--- src/rtl/exc_pkg.sv ---
// Shared cause codes, controller states and default bounds for the exception controller.
package exc_pkg;

    typedef enum logic [2:0] {
        CauseNone      = 3'd0,
        CauseSpOver    = 3'd1,
        CauseSpUnder   = 3'd2,
        CauseIllegalOp = 3'd3,
        CauseDivZero   = 3'd4,
        CauseImemFault = 3'd5,
        CauseDmemFault = 3'd6,
        CauseDouble    = 3'd7
    } cause_e;

    typedef enum logic [2:0] {StIdle, StFlush, StVector, StHandler, StReturn, StHalt} state_e;

    typedef enum logic [1:0] {StageNone, StageId, StageEx, StageMem} stage_e;

    localparam int unsigned DefSpMin      = 2047;
    localparam int unsigned DefSpMax      = 4095;
    localparam int unsigned DefImemMax    = 1048575;
    localparam int unsigned DefDmemMax    = 4095;
    localparam int unsigned DefMaxOpcode  = 11;
    localparam int unsigned DefDivOp      = 10;
    localparam int unsigned DefFlushCycles = 3;
    localparam int unsigned DefHandlerStride = 16;

    // Flush vector is {mem, ex, id}: the faulting stage and every younger one.
    function automatic logic [2:0] stage_flush(stage_e stage);
        logic [2:0] fl;
        unique case (stage)
            StageMem: fl = 3'b111;
            StageEx:  fl = 3'b011;
            StageId:  fl = 3'b001;
            default:  fl = 3'b000;
        endcase
        return fl;
    endfunction

endpackage

--- src/rtl/exc_detect.sv ---
// Combinational fault detection, mask qualification and oldest-stage-first priority selection.
module exc_detect
    import exc_pkg::*;
#(
    parameter int          DATA_W     = 16,
    parameter int          ADDR_W     = 32,
    parameter int unsigned SP_MIN     = DefSpMin,
    parameter int unsigned SP_MAX     = DefSpMax,
    parameter int unsigned IMEM_MAX   = DefImemMax,
    parameter int unsigned DMEM_MAX   = DefDmemMax,
    parameter int unsigned MAX_OPCODE = DefMaxOpcode,
    parameter int unsigned DIV_OP     = DefDivOp
) (
    input  logic [3:0]        id_opcode_i,
    input  logic [3:0]        ex_alu_op_i,
    input  logic [DATA_W-1:0] ex_rsrc_val_i,
    input  logic              ex_is_jmp_i,
    input  logic [ADDR_W-1:0] ex_jmp_addr_i,
    input  logic              mem_read_i,
    input  logic              mem_write_i,
    input  logic [DATA_W-1:0] mem_addr_i,
    input  logic [ADDR_W-1:0] mem_sp_i,
    input  logic [ADDR_W-1:0] pc_id_i,
    input  logic [ADDR_W-1:0] pc_ex_i,
    input  logic [ADDR_W-1:0] pc_mem_i,
    input  logic [5:0]        mask_i,
    output logic              valid_o,
    output cause_e            cause_o,
    output stage_e            stage_o,
    output logic [ADDR_W-1:0] pc_o
);

    logic sp_over, sp_under, illegal_op, div_zero, imem_fault, dmem_fault;

    // Mask bit n-1 enables cause n; a masked condition never reaches the priority chain.
    assign sp_over    = mask_i[0] && (mem_sp_i > ADDR_W'(SP_MAX));
    assign sp_under   = mask_i[1] && (mem_sp_i < ADDR_W'(SP_MIN));
    assign illegal_op = mask_i[2] && (id_opcode_i > 4'(MAX_OPCODE));
    assign div_zero   = mask_i[3] && (ex_alu_op_i == 4'(DIV_OP)) && (ex_rsrc_val_i == '0);
    assign imem_fault = mask_i[4] && ex_is_jmp_i && (ex_jmp_addr_i > ADDR_W'(IMEM_MAX));
    assign dmem_fault = mask_i[5] && (mem_read_i || mem_write_i) &&
                        (mem_addr_i > DATA_W'(DMEM_MAX));

    always_comb begin
        cause_o = CauseNone;
        stage_o = StageNone;
        if (sp_over) begin
            cause_o = CauseSpOver;
            stage_o = StageMem;
        end else if (sp_under) begin
            cause_o = CauseSpUnder;
            stage_o = StageMem;
        end else if (dmem_fault) begin
            cause_o = CauseDmemFault;
            stage_o = StageMem;
        end else if (div_zero) begin
            cause_o = CauseDivZero;
            stage_o = StageEx;
        end else if (imem_fault) begin
            cause_o = CauseImemFault;
            stage_o = StageEx;
        end else if (illegal_op) begin
            cause_o = CauseIllegalOp;
            stage_o = StageId;
        end
    end

    always_comb begin
        pc_o = '0;
        unique case (stage_o)
            StageMem: pc_o = pc_mem_i;
            StageEx:  pc_o = pc_ex_i;
            StageId:  pc_o = pc_id_i;
            default:  pc_o = '0;
        endcase
    end

    assign valid_o = (stage_o != StageNone);

endmodule

--- src/rtl/exception_ctrl.sv ---
// Pipeline exception controller: accept, flush, vector, handler/return sequencing and double-fault halt.
module exception_ctrl
    import exc_pkg::*;
#(
    parameter int                DATA_W         = 16,
    parameter int                ADDR_W         = 32,
    parameter int unsigned       SP_MIN         = DefSpMin,
    parameter int unsigned       SP_MAX         = DefSpMax,
    parameter int unsigned       IMEM_MAX       = DefImemMax,
    parameter int unsigned       DMEM_MAX       = DefDmemMax,
    parameter int unsigned       MAX_OPCODE     = DefMaxOpcode,
    parameter int unsigned       DIV_OP         = DefDivOp,
    parameter int unsigned       FLUSH_CYCLES   = DefFlushCycles,
    parameter logic [ADDR_W-1:0] HANDLER_BASE   = 32'h100,
    parameter int unsigned       HANDLER_STRIDE = DefHandlerStride
) (
    input  logic              clk,
    input  logic              reset,
    input  logic [3:0]        id_opcode_in,
    input  logic [3:0]        ex_alu_op_in,
    input  logic [DATA_W-1:0] ex_rsrc_val_in,
    input  logic              ex_is_jmp_in,
    input  logic [ADDR_W-1:0] ex_jmp_addr_in,
    input  logic              mem_read_in,
    input  logic              mem_write_in,
    input  logic [DATA_W-1:0] mem_addr_in,
    input  logic [ADDR_W-1:0] mem_sp_in,
    input  logic [ADDR_W-1:0] pc_id_in,
    input  logic [ADDR_W-1:0] pc_ex_in,
    input  logic [ADDR_W-1:0] pc_mem_in,
    input  logic              rti_in,
    input  logic              mask_we_in,
    input  logic [5:0]        mask_in,
    output logic              exception_out,
    output logic              flush_id_out,
    output logic              flush_ex_out,
    output logic              flush_mem_out,
    output logic              pc_load_out,
    output logic [ADDR_W-1:0] target_pc_out,
    output logic [ADDR_W-1:0] epc_out,
    output logic [2:0]        cause_out,
    output logic              in_handler_out,
    output logic              halted_out,
    output logic [7:0]        exc_count_out
);

    localparam int unsigned CntW = (FLUSH_CYCLES > 1) ? $clog2(FLUSH_CYCLES) : 1;

    state_e            state_q;
    cause_e            cause_q;
    logic [ADDR_W-1:0] epc_q, target_q;
    logic [7:0]        count_q;
    logic [5:0]        mask_q;
    logic [2:0]        flush_q;
    logic [CntW-1:0]   flush_cnt_q;
    logic              exc_pulse_q, pc_load_q, in_handler_q, halted_q;

    logic              det_valid;
    cause_e            det_cause;
    stage_e            det_stage;
    logic [ADDR_W-1:0] det_pc;
    logic [ADDR_W-1:0] vector_pc;
    logic              in_service;

    exc_detect #(
        .DATA_W     (DATA_W),
        .ADDR_W     (ADDR_W),
        .SP_MIN     (SP_MIN),
        .SP_MAX     (SP_MAX),
        .IMEM_MAX   (IMEM_MAX),
        .DMEM_MAX   (DMEM_MAX),
        .MAX_OPCODE (MAX_OPCODE),
        .DIV_OP     (DIV_OP)
    ) u_detect (
        .id_opcode_i   (id_opcode_in),
        .ex_alu_op_i   (ex_alu_op_in),
        .ex_rsrc_val_i (ex_rsrc_val_in),
        .ex_is_jmp_i   (ex_is_jmp_in),
        .ex_jmp_addr_i (ex_jmp_addr_in),
        .mem_read_i    (mem_read_in),
        .mem_write_i   (mem_write_in),
        .mem_addr_i    (mem_addr_in),
        .mem_sp_i      (mem_sp_in),
        .pc_id_i       (pc_id_in),
        .pc_ex_i       (pc_ex_in),
        .pc_mem_i      (pc_mem_in),
        .mask_i        (mask_q),
        .valid_o       (det_valid),
        .cause_o       (det_cause),
        .stage_o       (det_stage),
        .pc_o          (det_pc)
    );

    assign vector_pc  = HANDLER_BASE + ADDR_W'(HANDLER_STRIDE) * ADDR_W'(cause_q);
    assign in_service = (state_q == StFlush) || (state_q == StVector) ||
                        (state_q == StHandler) || (state_q == StReturn);

    always_ff @(posedge clk) begin
        if (reset) begin
            state_q      <= StIdle;
            cause_q      <= CauseNone;
            epc_q        <= '0;
            target_q     <= '0;
            count_q      <= '0;
            mask_q       <= '1;
            flush_q      <= '0;
            flush_cnt_q  <= '0;
            exc_pulse_q  <= 1'b0;
            pc_load_q    <= 1'b0;
            in_handler_q <= 1'b0;
            halted_q     <= 1'b0;
        end else begin
            if (mask_we_in) begin
                mask_q <= mask_in;
            end
            exc_pulse_q <= 1'b0;
            pc_load_q   <= 1'b0;
            target_q    <= '0;
            // A fault while servicing another one wins over everything, including rti_in.
            if (in_service && det_valid) begin
                state_q      <= StHalt;
                cause_q      <= CauseDouble;
                halted_q     <= 1'b1;
                flush_q      <= 3'b111;
                in_handler_q <= 1'b0;
            end else begin
                unique case (state_q)
                    StIdle: begin
                        if (det_valid) begin
                            state_q     <= StFlush;
                            cause_q     <= det_cause;
                            epc_q       <= det_pc;
                            exc_pulse_q <= 1'b1;
                            flush_q     <= stage_flush(det_stage);
                            flush_cnt_q <= CntW'(FLUSH_CYCLES - 1);
                            if (count_q != 8'hFF) begin
                                count_q <= count_q + 8'd1;
                            end
                        end
                    end
                    StFlush: begin
                        if (flush_cnt_q == '0) begin
                            state_q   <= StVector;
                            flush_q   <= '0;
                            pc_load_q <= 1'b1;
                            target_q  <= vector_pc;
                        end else begin
                            flush_cnt_q <= flush_cnt_q - CntW'(1);
                        end
                    end
                    StVector: begin
                        state_q      <= StHandler;
                        in_handler_q <= 1'b1;
                    end
                    StHandler: begin
                        if (rti_in) begin
                            state_q      <= StReturn;
                            in_handler_q <= 1'b0;
                            pc_load_q    <= 1'b1;
                            target_q     <= epc_q;
                        end
                    end
                    StReturn: state_q <= StIdle;
                    StHalt:   state_q <= StHalt;
                    default:  state_q <= StIdle;
                endcase
            end
        end
    end

    assign exception_out  = exc_pulse_q;
    assign flush_id_out   = flush_q[0];
    assign flush_ex_out   = flush_q[1];
    assign flush_mem_out  = flush_q[2];
    assign pc_load_out    = pc_load_q;
    assign target_pc_out  = target_q;
    assign epc_out        = epc_q;
    assign cause_out      = cause_q;
    assign in_handler_out = in_handler_q;
    assign halted_out     = halted_q;
    assign exc_count_out  = count_q;

endmodule
--- config.mk ---
export PLATFORM = sky130hd
export DESIGN_NAME = exception_ctrl
export DESIGN_NICKNAME = d
export VERILOG_FILES = /design/src/rtl/exc_pkg.sv /design/src/rtl/exc_detect.sv /design/src/rtl/exception_ctrl.sv
export SDC_FILE = /design/constraint.sdc
export NUM_CORES = 1
export LEC_CHECK = 0
export ABC_AREA = 0
export BUFFER_PORTS_ARGS = -buffer_cell sky130_fd_sc_hd__buf_2
export CELL_PAD_IN_SITES_DETAIL_PLACEMENT = 1
export CELL_PAD_IN_SITES_GLOBAL_PLACEMENT = 2
export CORE_ASPECT_RATIO = 1.1
export CORE_MARGIN = 2
export CORE_UTILIZATION = 20
export CTS_BUF_LIST = sky130_fd_sc_hd__clkbuf_16
export DETAILED_ROUTE_END_ITERATION = 10
export GPL_ROUTABILITY_DRIVEN = 0
export GPL_TIMING_DRIVEN = 0
export PLACE_DENSITY = 0.75
export SYNTH_ARGS = -nofsm -noshare
export SYNTH_HDL_FRONTEND = slang
export SYNTH_SLANG_ARGS = --single-unit
--- constraint.sdc ---
create_clock -name clk -period 2.8 [get_ports clk]
set_clock_uncertainty 0.1 [all_clocks]
set_input_delay 0.7 -clock clk [delete_from_list [all_inputs] [get_ports clk]]
set_output_delay 0.7 -clock clk [all_outputs]
set_load 0.02 [all_outputs]
[Yosys cells after proc, flatten, opt, wreduce, memory -nomap -nowiden]
Index checks and enable logic that the tools add are counted.
Operators by class
  add/sub/neg operators: 3
  magnitude comparators: 5
  eq/ne operators: 17
  muxes and demuxes: 38
  bitwise logic cells: 2
  reduce and logical (&&, ||, !) cells: 33
Operator list (count)
  32-bit one-hot mux with 3 select lines: 1
  32-bit one-hot mux with 2 select lines: 1
  3-bit 2-to-1 mux: 15
  32-bit by 12-bit greater-than comparator with 1-bit output (second input constant): 1
  32-bit by 20-bit greater-than comparator with 1-bit output (second input constant): 1
  32-bit by 11-bit less-than comparator with 1-bit output (second input constant): 1
  32-bit 2-to-1 mux: 1
  16-bit by 12-bit greater-than comparator with 1-bit output (second input constant): 1
  16-bit logical NOT: 1
  2-bit 2-to-1 mux: 8
  3-bit one-hot mux with 5 select lines: 1
  3-bit AND reduction: 4
  9-bit by 7-bit adder with 10-bit output (first input constant): 1
  1-bit logical AND: 10
  10-bit 2-to-1 mux: 1
  2-bit nonzero test: 5
  3-bit one-hot mux with 3 select lines: 1
  8-bit by 1-bit adder with 8-bit output (second input constant): 1
  8-bit != test (second input constant): 1
  4-bit AND reduction: 2
  3-bit by 2-bit == test with 1-bit output (second input constant): 2
  3-bit == test (second input constant): 2
  2-bit != test (second input constant): 3
  3-bit one-hot mux with 2 select lines: 1
  other kinds (21): 32
Word-level totals
  register bits: 93
  input port bits: 213
  output and inout bits: 82
  logic and storage cells: 111

[Longest topological paths before layout]
  depth after elaboration: 13
  mapped depth: 8

[Hierarchy]
A second synthesis with hierarchy kept.
Unflattened totals
  cell total of the unflattened synthesis: 547
  area, all modules: 4559.4 um^2
By module, submodules not included
  exception_ctrl: instances 1, cells an instance 363, area an instance 3278.1 um^2, seq. area each 1861.8 um^2
  exc_detect: instances 1, cells an instance 184, area an instance 1281.2 um^2, seq. area each 0.0 um^2

[Worst setup path after synthesis]
Ideal clock, no wire load.
  kind: input port to flip-flop
  start point: input mem_sp_in[20]
  end point: register count_q[7] (netlist: exc_count_out[7])
  setup time: 121 ps
  arrival time: 2524 ps
  slack: 55 ps
  stages on the path: 7
  cell sequence: nor4_1 > nand3_1 > o21a_1 > or4_4 > buf_2 > nand4_1 > mux2_2
Between the ends
  longest elaborated chain between the ends: 8
RTL lines
  from (decl): RTL line exception_ctrl.sv:27  | input logic [ADDR_W-1:0] mem_sp_in,
  32-bit by 11-bit less-than comparator with 1-bit output: RTL line exc_detect.sv:37  | assign sp_under = mask_i[1] && (mem_sp_i < ADDR_W'(SP_MIN));
  1-bit logical AND: RTL line exc_detect.sv:37
  2-bit 2-to-1 mux: RTL line exc_detect.sv:50  | end else if (sp_under) begin
  2-bit 2-to-1 mux *: RTL line exc_detect.sv:47  | if (sp_over) begin
  2-bit nonzero test *: RTL line exc_detect.sv:78  | assign valid_o = (stage_o != StageNone);
  1-bit logical AND: RTL line exception_ctrl.sv:120  | if (in_service && det_valid) begin
  1-bit NOT (no line)
  4-bit AND reduction (no line) *
  to (signal assigned): RTL line exception_ctrl.sv:137  | count_q <= count_q + 8'd1;
  to (decl): RTL line exception_ctrl.sv:52  | logic [7:0] count_q;
Every way passes the cells marked *; elsewhere a longest branch is shown, timed or not.
A chain may end at the register's enable or synchronous reset.

[Worst setup path after layout]
  start point: input mem_addr_in[15]
  end point: register state_q[0]
Between the ends
  longest elaborated chain between the ends: 9
RTL lines
  from (decl): RTL line exception_ctrl.sv:26  | input logic [DATA_W-1:0] mem_addr_in,
  16-bit by 12-bit greater-than comparator with 1-bit output *: RTL line exc_detect.sv:42  | (mem_addr_i > DATA_W'(DMEM_MAX));
  1-bit logical AND *: RTL line exc_detect.sv:41  | assign dmem_fault = mask_i[5] && (mem_read_i || mem_write_i) &&
  2-bit 2-to-1 mux *: RTL line exc_detect.sv:53  | end else if (dmem_fault) begin
  2-bit 2-to-1 mux *: RTL line exc_detect.sv:50
  2-bit 2-to-1 mux *: RTL line exc_detect.sv:47
  2-bit nonzero test *: RTL line exc_detect.sv:78
  1-bit logical AND: RTL line exception_ctrl.sv:120
  3-bit by 1-bit != test with 1-bit output (no line) (tied with other cells)
  3-bit AND reduction (no line)
  to (signal assigned): RTL line exception_ctrl.sv:121  | state_q <= StHalt;
  to (signal assigned): RTL line exception_ctrl.sv:130  | state_q <= StFlush;
  to (signal assigned): RTL line exception_ctrl.sv:143  | state_q <= StVector;
  to (decl): RTL line exception_ctrl.sv:49  | state_e state_q;
Marks and branches as above.

==> metrics <==
cts bufs inserted 9; Final Hold Viols 0; minimum clock period ~2.7 ns; IO Pins slightly below 300; clock latency at the later pin of the worst-skew pair approximately 0.35 ns; Max-Slew Margin vs Limit 52.73%; Post-DP HPWL between 10 and 15 mm; Psw 0.001199 W; EDFF count, synth 0; Congestion Overflow GR 0; initial antenna violation count 1; Non-Filler Instances ~1.1k; reg-to-reg slack, setup between 0.3 and 0.4 ns; Placeable Area roughly 21,000 um2; # fillers 2,629; Starting Density between 20 and 25%; Max Cap Viol 0; I/O Buffers about 260; R2R depth 6; Post-DRT Antenna Nets 0; Clock Power Share between 30% and 40%; Final Max Tran Viols 0; kind of capture point of the worst setup path register; outcome finished clean; r2r startpoint state_q[2]$_SDFFE_PP0P_; Final nets around 1,000; sequential share of the synthesized area a little over two fifths; Tot GR Track Use ~16%; CTS sink count 93; HP Start epc_out[16]$_SDFFE_PP0P_; Via Count approximately 4.8k; switching part of the total between 30 and 40%; Power Internal between 0.002 and 0.0025 W; FF+latch area roughly 1900 um2; Synth Area per Inst 8.855 um2; DR vias/cell 4.437; Slew @ Worst Pin 0.7052 ns; Critical Path AT about 2.9 ns; Synth Register Bits 93; Leak Pwr 2.851 nW; VDD IR-drop max around 0.00033 V; detailed-router iteration count before antenna repair 4; Yosys warnings 0; library cells used by synthesis 45; Worst Path Max Fanout 10; Initial DRC Count between 100 and 150; asr flop ratio synth 0%; Tcrit/Tclk final between 90 and 100%; Max Clock Freq 0.3641 GHz; sequential share of power 42.4%; Placed Instances roughly 1.0k; Min Hold Slack 0.3783 ns; pin count of the biggest net entering global routing 16; Worst R2R End exc_count_out[4]$_SDFFE_PP0P_; Comb power frac 25.9%; Clock transition at path regs approximately 0.060 ns; CTS tree done; total routed wirelength 18.73 mm; CTS Buffer Depth 2; Clock Tree Root clkbuf_16; Routed WL per cell around 17 um; vias in the first global route a little under 5k; first-pass GRT wire length 27.42 mm; type of the worst setup path primary input to register; layout cell share with drive strength beyond 1 about 43%; area grow syn2layout 51.27%; Multi-input gate area around 2400 um2; synthesized instance count slightly below 500; commonest register cell after synthesis dfxtp_1; Critical Path RT approximately 2.9 ns; hold path endpoint target_pc_out[16]$_SDFF_PP0_; final setup fails 0; # rows 56; Synth Cell Area between 4000 and 5000 um2; # DRC 0; startpoint types primary input; die area roughly 23,000 um2; syn nets slightly above 700; Die X around 140 um; # hold bufs at CTS 0; # H-tree levels 3; Die Y ~160 um; worst hold stages 1; RSZ-0062 raised after global routing no; PwrDens approximately 550 nW/um2; Hold Crit Class register to register
==> area by class of cell <==
cell class                      instances  area share (%)
Tap cell                              290           5.528
Clock buffer                            9           3.431
Multi-Input combinational cell        354           36.77
Timing Repair Buffer                  277           22.00
Antenna cell                            2         0.07625
Sequential cell                        93           28.36
Inverter                                5          0.2859
Clock inverter                          7          0.6291
Buffer                                 37           2.917
==> cell families after synthesis <==
kind of cell    count (synthesis)  share of synthesized area (%)
compound gates                124                          19.95
fa+ha+maj                       2                         0.5766
buf+inv                        43                          4.325
flops                          93                          42.91
mux                            36                          8.391
simple gates                  192                          23.85
==> worst max-delay path by stage <==
| stage | to | start | slack (ns) | depth (start not counted) |
|---|---|---|---|---|
| 6_report | state_q[0]$_SDFFE_PP0P_ | mem_addr_in[15] | 0.05 | 10 |
| 2_1_floorplan | exc_count_out[7]$_SDFFE_PP0P_ | mem_sp_in[20] | 0.06 | 7 |
| 3_5_place_dp | epc_out[27]$_SDFFE_PP0P_ | ex_rsrc_val_in[4] | -1.01 | 8 |
| 3_3_place_gp | epc_out[26]$_SDFFE_PP0P_ | ex_rsrc_val_in[4] | -0.95 | 8 |
| 4_1_cts | epc_out[16]$_SDFFE_PP0P_ | mem_sp_in[20] | 0.002 | 10 |
| 5_1_grt | state_q[0]$_SDFFE_PP0P_ | mem_addr_in[15] | 0.003 | 10 |
==> flip-flops by register name, summed over array words and instances (netlist names) <==
name            cells
state_q             3
mask_q              6
exc_count_out       8
flush_q             3
epc_out            32
exception_out       1
target_pc_out      32
in_handler_out      1
pc_load_out         1
cause_out           3
flush_cnt_q         2
halted_out          1
==> per-layer routing <==
metal	up-vias	track usage, %	share of wire, %
met3	17	3.248	5.0
li1	2368	-	-
met5	-	0	0
met4	0	5.178	2.0
met1	2258	19.57	43
met2	122	27.87	50
==> critical path, stage by stage <==
cell and delay, ns:
buf_2 0.10, or4_4 0.56, nand2_2 0.12, o211ai_1 0.09, buf_4 0.16, or4_4 0.44
buf_4 0.21, buf_4 0.19, o21ai_1 0.17, a21boi_0 0.12
==> cell usage after synthesis (2+ instances only) <==
master / number / area share [%]
mux2_2: 3 / 0.78
o21ai_0: 8 / 0.92
a211oi_1: 5 / 0.87
nor3_1: 16 / 1.8
nor2b_1: 42 / 6.1
clkbuf_1: 26 / 2.2
ha_1: 2 / 0.58
or3_1: 2 / 0.29
a22oi_1: 3 / 0.52
a31oi_1: 6 / 0.87
o211ai_1: 3 / 0.52
nor4_1: 14 / 2.0
a21oi_1: 44 / 5.1
buf_6: 2 / 0.52
a311oi_1: 35 / 7.1
mux2i_1: 33 / 7.6
nand2b_1: 4 / 0.58
nand4_1: 4 / 0.58
dfxtp_1: 93 / 43
o21a_1: 3 / 0.52
buf_2: 9 / 1.0
a31o_2: 2 / 0.40
nand2_1: 46 / 4.0
inv_1: 5 / 0.43
a211o_1: 8 / 1.6
nor2_1: 19 / 1.6
nand3_1: 7 / 0.81
and2_1: 29 / 4.2
==> repair_timing <==
item / 4_1_cts / 5_1_grt
buffers inserted: 12 / 6
pin swaps: 6 / 7
setup endpoints to repair: 69 / 77
hold endpoints to repair: 0 / 0
resized for setup: 18 / 25
==> metrics by stage <==
stage / util, % / power [W] / instance area [um2] / setup slack, ns / TNS (ns)
after global routing: 30.80 / 0.003810 / 6561 / 0.002856 / 0
after detailed placement: 28.16 / 0.002463 / 5998 / -1.005 / -52.57
after CTS: 30.15 / 0.003649 / 6421 / 0.001664 / 0
after floorplan: - / 0.002050 / 4339 / 0.05530 / 0
after global placement: 28.16 / 0.002446 / 5998 / -0.9538 / -51.26
final: 30.82 / 0.003613 / 6564 / 0.05332 / 0
==> placed cells by master, fill, tap and decap left out, types with 13 or more instances in the layout <==
master	netlist	layout
a21oi_1	44	44
a311oi_1	35	34
and2_1	29	29
buf_2	9	263
buf_4	0	21
clkbuf_1	26	19
dfxtp_1	93	93
mux2i_1	33	33
nand2_1	46	45
nor2_1	19	17
nor2b_1	42	42
nor3_1	16	13
==> power groups by stage <==
stage	Combinational, W	Sequential, W	Clock, W
floorplan	0.000393	0.00166	0
finish	0.000936	0.00153	0.00115
global route	0.00103	0.00155	0.00123
detailed placement	0.000902	0.00156	0
CTS	0.000932	0.00153	0.00119
global placement	0.000889	0.00156	0
(Power assumes the default switching activity.)
